<file path="src/rtl/config_logic_tile.sv">
// K-input LUT logic tile with optional output flop. Configuration arrives in CW-bit
// chunks into a shadow register and is committed atomically on the last beat.
module config_logic_tile #(
  parameter int K  = 5,
  parameter int CW = 1
) (
  input  logic          clock,
  input  logic          reset,
  input  logic [K-1:0]  in,
  input  logic          ce,
  output logic          out,
  input  logic          cfg_start,
  input  logic          cfg_valid,
  input  logic [CW-1:0] cfg_data,
  output logic          cfg_ready,
  output logic          cfg_done,
  output logic          configured
);

  localparam int LUT_N = 2**K;
  localparam int CFG_W = LUT_N + 2;
  localparam int NB    = (CFG_W + CW - 1) / CW;
  localparam int CNT_W = $clog2(NB + 1);

  typedef enum logic [1:0] {
    S_IDLE = 2'd0,
    S_LOAD = 2'd1,
    S_RUN  = 2'd2
  } state_t;

  state_t             state_q;
  logic [CNT_W-1:0]   cnt_q;
  logic [CFG_W-1:0]   shadow_q;
  logic [CFG_W-1:0]   shadow_d;
  logic [LUT_N-1:0]   lut_q;
  logic               reg_sel_q;
  logic               ff_q;
  logic               cfg_ready_q;
  logic               cfg_done_q;
  logic               configured_q;

  logic accept;
  logic last_beat;
  logic commit;
  logic lut_o;

  // Handshake: a chunk transfers on a rising edge where cfg_valid and cfg_ready are
  // both high; cfg_ready is high exactly while loading, and cfg_start overrides any beat.
  assign accept    = cfg_valid & cfg_ready_q;
  assign last_beat = (cnt_q == CNT_W'(NB - 1));
  assign commit    = accept & last_beat & ~cfg_start;

  // Bits of the current beat that fall at or above CFG_W simply have no destination.
  always_comb begin
    shadow_d = shadow_q;
    for (int i = 0; i < CFG_W; i++) begin
      if (cnt_q == CNT_W'(i / CW)) shadow_d[i] = cfg_data[i % CW];
    end
  end

  assign lut_o      = lut_q[in];
  assign out        = configured_q & (reg_sel_q ? ff_q : lut_o);
  assign cfg_ready  = cfg_ready_q;
  assign cfg_done   = cfg_done_q;
  assign configured = configured_q;

  always_ff @(posedge clock) begin
    if (reset) begin
      state_q      <= S_IDLE;
      cnt_q        <= '0;
      shadow_q     <= '0;
      lut_q        <= '0;
      reg_sel_q    <= 1'b0;
      ff_q         <= 1'b0;
      cfg_ready_q  <= 1'b0;
      cfg_done_q   <= 1'b0;
      configured_q <= 1'b0;
    end else begin
      cfg_done_q <= 1'b0;
      if (configured_q & ce & ~commit) ff_q <= lut_o;

      if (cfg_start) begin
        state_q     <= S_LOAD;
        cfg_ready_q <= 1'b1;
        cnt_q       <= '0;
        shadow_q    <= '0;
      end else begin
        case (state_q)
          S_LOAD: begin
            if (accept) begin
              if (last_beat) begin
                state_q      <= S_RUN;
                cfg_ready_q  <= 1'b0;
                lut_q        <= shadow_d[LUT_N-1:0];
                reg_sel_q    <= shadow_d[LUT_N];
                ff_q         <= shadow_d[CFG_W-1];
                configured_q <= 1'b1;
                cfg_done_q   <= 1'b1;
              end else begin
                shadow_q <= shadow_d;
                cnt_q    <= cnt_q + CNT_W'(1);
              end
            end
          end
          default: ;
        endcase
      end
    end
  end

endmodule
</file>
<file path="config.mk">
export PLATFORM = sky130hd
export DESIGN_NAME = config_logic_tile
export DESIGN_NICKNAME = d
export VERILOG_FILES = /design/src/rtl/config_logic_tile.sv
export SDC_FILE = /design/constraint.sdc
export NUM_CORES = 1
export LEC_CHECK = 0
export ABC_AREA = 1
export ABC_CLOCK_PERIOD_IN_PS = 5790
export CORE_MARGIN = 10
export CORE_UTILIZATION = 40
export DETAILED_ROUTE_END_ITERATION = 10
export GPL_TIMING_DRIVEN = 0
export RECOVER_POWER = 100
export SYNTH_ARGS = -nofsm -noshare
export SYNTH_HDL_FRONTEND = slang
export SYNTH_SLANG_ARGS = --single-unit
</file>
<file path="constraint.sdc">
create_clock -name clock -period 5.79 [get_ports clock]
set_input_delay 1.4475 -clock clock [delete_from_list [all_inputs] [get_ports clock]]
set_output_delay 1.4475 -clock clock [all_outputs]
set_load 0.005 [all_outputs]
</file>
# Word-level counts from Yosys, hierarchy flattened
# Index checks and enable logic that the tools add are counted.
dict set report classes {
  addsub 1
  n_lt_le_gt_ge 1
  n_eq_ne 34
  n_mux 51
  bitwise 11
  n_reduce_logical 10
}
# op count
set ops {}
lappend ops {{equality test 6 x 5 -> 1 bit (second input constant)} 16}
lappend ops {{two-way mux 1 bit} 50}
lappend ops {{equality test 6 x 4 -> 1 bit (second input constant)} 8}
lappend ops {{equality test 6 x 3 -> 1 bit (second input constant)} 4}
lappend ops {{equality test 6 x 2 -> 1 bit (second input constant)} 2}
lappend ops {{equality test 6 bit (second input constant)} 2}
lappend ops {{AND reduction 3 bit} 3}
lappend ops {{adder 6 x 1 -> 6 bit (second input constant)} 1}
lappend ops {{bitwise AND 1 bit} 6}
lappend ops {{equality test 6 x 1 -> 1 bit (second input constant)} 1}
lappend ops {{logical NOT 6 bit} 1}
lappend ops {{< comparator 5 x 6 -> 1 bit (second input constant)} 1}
lappend ops {{nonzero test 2 bit} 3}
lappend ops {{binary-select mux 1 bit (select 5 bit)} 1}
lappend ops {{NOT 1 bit} 5}
lappend ops {{AND reduction 4 bit} 1}
lappend ops {{OR reduction 4 bit} 1}
lappend ops {{equality test 2 x 1 -> 1 bit (second input constant)} 1}
lappend ops {{OR reduction 2 bit} 1}
dict set report word_totals {
  reg_bits 79
  elab_cells 118
}

# Logic depth before layout (Yosys ltp)
dict set report depth {
  depth_word 10
  depth_mapped 11
  ltp_nobuf 9
}

# Least setup slack after synthesis
# No wires, ideal clock.
dict set report synth_timing {
  path_kind {input-to-output}
  from {input port in[0]}
  to {output port out}
  arrival_ns 2.449
  t_required_ns 4.343
  path_slack_ns 1.894
  cell_stages 11
  n_path_buf 2
  cell_sequence {buf_2 > inv_1 > buf_2 > nand2_1 > nand3_1 > nand3_1 > nand2_1 > nand2_1 > nand3_1 > nand2_1 > a21oi_1}
}
dict set report synth_via {
  elab_chain_len 4
}
# element line_no
set synth_lines {}
lappend synth_lines {{from (decl)} 9} ;# input logic [K-1:0] in,
lappend synth_lines {{binary-select mux 1 bit (select 5 bit)} 61} ;# assign lut_o = lut_q[in];
lappend synth_lines {{two-way mux 1 bit (implied by the code)} 61}
lappend synth_lines {{two-way mux 1 bit} 62} ;# assign out = configured_q & (reg_sel_q ? ff_q : lut_o);
lappend synth_lines {{bitwise AND 1 bit} 62}
lappend synth_lines {{to (decl)} 11} ;# output logic out,
# Every way passes these cells. The select of a mux whose other input is x is not followed.

# Worst setup path after layout
# Ends and elaborated chain as after synthesis.

==> metrics.txt <==
# TYPE chip_impl_metric gauge
chip_impl_metric{name="drt_drc_violations_left",unit=""} 0
chip_impl_metric{name="dieArea",unit="µm²"} 13200
chip_impl_metric{name="clk_latency",unit="ns"} 0.35
chip_impl_info{name="cp-endpoint",value="out"} 1
chip_impl_metric{name="achievable-frequency",unit="MHz"} 197
chip_impl_metric{name="dr.first_iter.drc_count",unit=""} 261
chip_impl_info{name="most_common_library_cells_after_synthesis",value="87 x sky130_fd_sc_hd__nand2_1, 77 x sky130_fd_sc_hd__dfxtp_1, 54 x sky130_fd_sc_hd__nand3_1, 42 x sky130_fd_sc_hd__o21ai_0, 40 x sky130_fd_sc_hd__a21oi_1"} 1
chip_impl_metric{name="async_flop_share",unit="%"} 0
chip_impl_metric{name="synth_warnings",unit=""} 0
chip_impl_metric{name="detailedPlacementHpwl",unit="µm"} 6480
chip_impl_metric{name="drive_above_1_share",unit="%"} 6.25
chip_impl_metric{name="synth_top_area_share",unit="%"} 42.9
chip_impl_metric{name="clkTransAtPathRegs",unit="ns"} 0.08
chip_impl_metric{name="number_of_setup_violations_in_the_final_report",unit=""} 0
chip_impl_metric{name="post-cts-setup-buffer-count",unit=""} 0
chip_impl_metric{name="synth_seq_area_share",unit="%"} 42.9
chip_impl_metric{name="floorplan.initialDensity",unit="%"} 41.2
chip_impl_metric{name="net_count_synth",unit=""} 468
chip_impl_metric{name="post_drt_wl_per_cell",unit="µm"} 15.7
chip_impl_info{name="worst_hold_path_type",value="reg2reg"} 1
chip_impl_metric{name="fin_setup_tns",unit="ns"} 0
chip_impl_metric{name="viasPerCell",unit=""} 5.29
chip_impl_metric{name="number_of_rows_created_at_floorplan",unit=""} 34
chip_impl_metric{name="mappedNetlistArea",unit="µm²"} 3590
chip_impl_metric{name="num_antenna_cells",unit=""} 0
chip_impl_metric{name="reg2reg_depth",unit=""} 8
chip_impl_info{name="outcome",value="finished clean"} 1
chip_impl_metric{name="global_route_wire_length_before_repair",unit="µm"} 15500
chip_impl_info{name="clockRootBuffer",value="sky130_fd_sc_hd__clkbuf_8"} 1
chip_impl_metric{name="yosys.cell_types.count",unit=""} 28
chip_impl_metric{name="syn_area_per_cell",unit="µm²"} 7.92
chip_impl_metric{name="crit_path_max_fanout",unit=""} 10
chip_impl_metric{name="fp.coreArea",unit="µm²"} 8720
chip_impl_metric{name="ant_nets",unit=""} 0
chip_impl_info{name="cts_tree",value="yes"} 1
chip_impl_metric{name="cts_max_level",unit=""} 3
chip_impl_metric{name="postSynthRegisterBits",unit=""} 77
chip_impl_metric{name="reg2reg_setup_slack",unit="ns"} 3.23
chip_impl_metric{name="postCtsHoldBufs",unit=""} 0
chip_impl_info{name="cp-start-kind",value="input port"} 1
chip_impl_metric{name="die_height",unit="µm"} 115
chip_impl_metric{name="antenna_violations_before_repair",unit=""} 0
chip_impl_metric{name="synth_edf_count",unit=""} 0
chip_impl_metric{name="total_power",unit="W"} 0.00102
chip_impl_metric{name="gp_routability_congestion",unit=""} 0.845
chip_impl_metric{name="io_pins",unit=""} 15
chip_impl_info{name="rr_endpoint",value="lut_q[23]"} 1
chip_impl_metric{name="die_x",unit="µm"} 115
chip_impl_metric{name="final.setup_skew",unit="ns"} 0.0129
chip_impl_metric{name="worst_pin_slew",unit="ns"} 0.741
chip_impl_metric{name="maxCapViolCount",unit=""} 0
chip_impl_metric{name="final-max-slew-violation-count",unit=""} 0
chip_impl_info{name="unrepaired_setup_endpoints_after_global_routing",value="no"} 1
chip_impl_metric{name="largest_net_degree_at_the_start_of_global_routing",unit=""} 13
chip_impl_metric{name="holdWs",unit="ns"} 0.463
chip_impl_metric{name="period_needed",unit="ns"} 5.07
chip_impl_metric{name="timing.max_slew.rel_slack",unit="%"} 50.4
chip_impl_metric{name="via_count",unit=""} 3109
chip_impl_info{name="timing.critical_path.to_type",value="primary output"} 1
chip_impl_metric{name="layout_worst_path_cycle_share",unit="%"} 87.6
chip_impl_metric{name="data_arrival_time_of_the_critical_path",unit="ns"} 3.62
chip_impl_metric{name="cts_inserted_buffers",unit=""} 9
chip_impl_info{name="path_class",value="in2out"} 1
chip_impl_metric{name="worst_ir_drop_vdd",unit="mV"} 0.0978
chip_impl_metric{name="worst_ep_required_time",unit="ns"} 4.34
chip_impl_info{name="most_used_standard_cell_by_instance_count_after_synthesis",value="sky130_fd_sc_hd__nand2_1"} 1
chip_impl_metric{name="synthesis.instances",unit=""} 453
chip_impl_info{name="worstSetupStartpoint",value="in[0]"} 1
chip_impl_metric{name="clk_path_buf_depth",unit=""} 2
chip_impl_metric{name="globalRouteOverflowTotal",unit=""} 0
chip_impl_info{name="startpoint_of_the_lowest_slack_hold_path",value="lut_q[17]"} 1
chip_impl_metric{name="ctsResizeCount",unit=""} 0
chip_impl_metric{name="total_nets_final",unit=""} 490
chip_impl_metric{name="finalWirelength",unit="µm"} 9220
chip_impl_metric{name="clock-sinks",unit=""} 77
chip_impl_metric{name="powerDensity",unit="nW/µm²"} 258
chip_impl_metric{name="p_leak",unit="nW"} 1.64
chip_impl_info{name="ys.flop_type",value="sky130_fd_sc_hd__dfxtp_1"} 1
chip_impl_metric{name="grtUsageTotal",unit="%"} 14.7
chip_impl_metric{name="drt_pre_antenna_iters",unit=""} 5
chip_impl_info{name="post_synth_main_area_contributors",value="sky130_fd_sc_hd__dfxtp_1 43%, sky130_fd_sc_hd__mux2i_1 9.2%, sky130_fd_sc_hd__nand2_1 9.1%, sky130_fd_sc_hd__nand3_1 7.5%, sky130_fd_sc_hd__o21ai_0 5.9%"} 1
chip_impl_metric{name="first_global_vias",unit=""} 3008
chip_impl_metric{name="numPortBuffers",unit=""} 11
chip_impl_metric{name="filler_cell_count",unit=""} 873
chip_impl_info{name="critical_path.reg2reg.startpoint",value="cnt_q[1]"} 1
chip_impl_metric{name="report.final.hold_viol_count",unit=""} 0
chip_impl_info{name="synth_top_area_cell",value="sky130_fd_sc_hd__dfxtp_1"} 1
chip_impl_metric{name="area_growth_syn_to_layout",unit="%"} 10.0
-- worst min-delay path by stage --
stage / to / slack (ns) / cells past startpoint
floorplan: lut_q[1] / 0.43 / 2
global placement: lut_q[1] / 0.44 / 2
detailed placement: lut_q[1] / 0.45 / 2
CTS: lut_q[12] / 0.46 / 2
global route: lut_q[17] / 0.48 / 2
finish: lut_q[17] / 0.46 / 2
-- report_power, final --
| group | internal [W] | switching, W |
|---|---|---|
| Clock | 0.000213 | 0.000196 |
| Sequential | 0.000536 | 0.00000372 |
| Combinational | 0.0000226 | 0.0000489 |
-- critical path, stage by stage --
cell	delay (ns)
sky130_fd_sc_hd__clkbuf_1	0.28
sky130_fd_sc_hd__clkbuf_1	0.50
sky130_fd_sc_hd__nand2_1	0.10
sky130_fd_sc_hd__nand3_1	0.14
sky130_fd_sc_hd__nand3_1	0.09
sky130_fd_sc_hd__nand2_1	0.08
sky130_fd_sc_hd__nand2_1	0.05
sky130_fd_sc_hd__nand3_1	0.07
sky130_fd_sc_hd__nand2_1	0.13
sky130_fd_sc_hd__a21oi_1	0.15
sky130_fd_sc_hd__dlygate4sd3_1	0.58
-- cell families after synthesis --
| group | Yosys count | share of synthesized area, % |
|---|---|---|
| muxes | 33 | 9.20 |
| adders and majority gates | 4 | 1.39 |
| AOI/OAI and AO/OA | 115 | 17.0 |
| buffers and inverters | 58 | 7.88 |
| DFF | 77 | 42.9 |
| and+or+nand+nor | 166 | 21.5 |
-- per-layer routing --
metal | up-vias | part of all wire, % | GRT usage [%]
met5 | - | 0 | 0
met4 | 0 | 1.6 | 6.11
met3 | 15 | 4.3 | 3.13
met2 | 67 | 47 | 22.8
met1 | 1453 | 47 | 19.4
li1 | 1574 | - | -
-- state kept, by name, summed over array words and instances, names as in the netlist --
signal and flops:
lut_q 32, shadow_q 33, cnt_q 6, state_q 2, reg_sel_q 1, configured 1
ff_q 1, cfg_done 1
-- metrics by stage --
| stage | instances | util [%] | setup slack, ns | cell area, µm² |
|---|---|---|---|---|
| 2_1_floorplan | 453 | - | 1.89 | 3590 |
| 3_3_place_gp | 572 | 44.0 | 0.878 | 3830 |
| 3_5_place_dp | 572 | 44.0 | 0.866 | 3830 |
| 4_1_cts | 588 | 46.2 | 0.867 | 4030 |
| 5_1_grt | 588 | 45.3 | 0.509 | 3950 |
| 6_report | 588 | 45.3 | 0.721 | 3950 |
-- final cells by class --
type	count	area [µm²]	share of cell area (%)
sequential	77	1540	39.0
timing repair buffer	11	110	2.79
inverter	28	105	2.66
clock inverter	3	43.8	1.11
multi-input combinational	318	1720	43.6
buffer	30	143	3.61
clock buffer	13	149	3.77
tap	108	135	3.42
-- layout by cell type, fill, tap and decap left out, types with 4 or more instances in the layout --
master / count
sky130_fd_sc_hd__clkbuf_8: 10
sky130_fd_sc_hd__nor2_1: 15
sky130_fd_sc_hd__a21oi_1: 40
sky130_fd_sc_hd__nand3_1: 54
sky130_fd_sc_hd__inv_1: 27
sky130_fd_sc_hd__o21ai_0: 67
sky130_fd_sc_hd__ha_1: 4
sky130_fd_sc_hd__mux2i_1: 33
sky130_fd_sc_hd__clkbuf_1: 25
sky130_fd_sc_hd__nand2_1: 88
sky130_fd_sc_hd__clkdlybuf4s50_1: 5
sky130_fd_sc_hd__dlygate4sd3_1: 6
sky130_fd_sc_hd__dfxtp_1: 77
No activity file was read; power rests on OpenSTA's default activity.
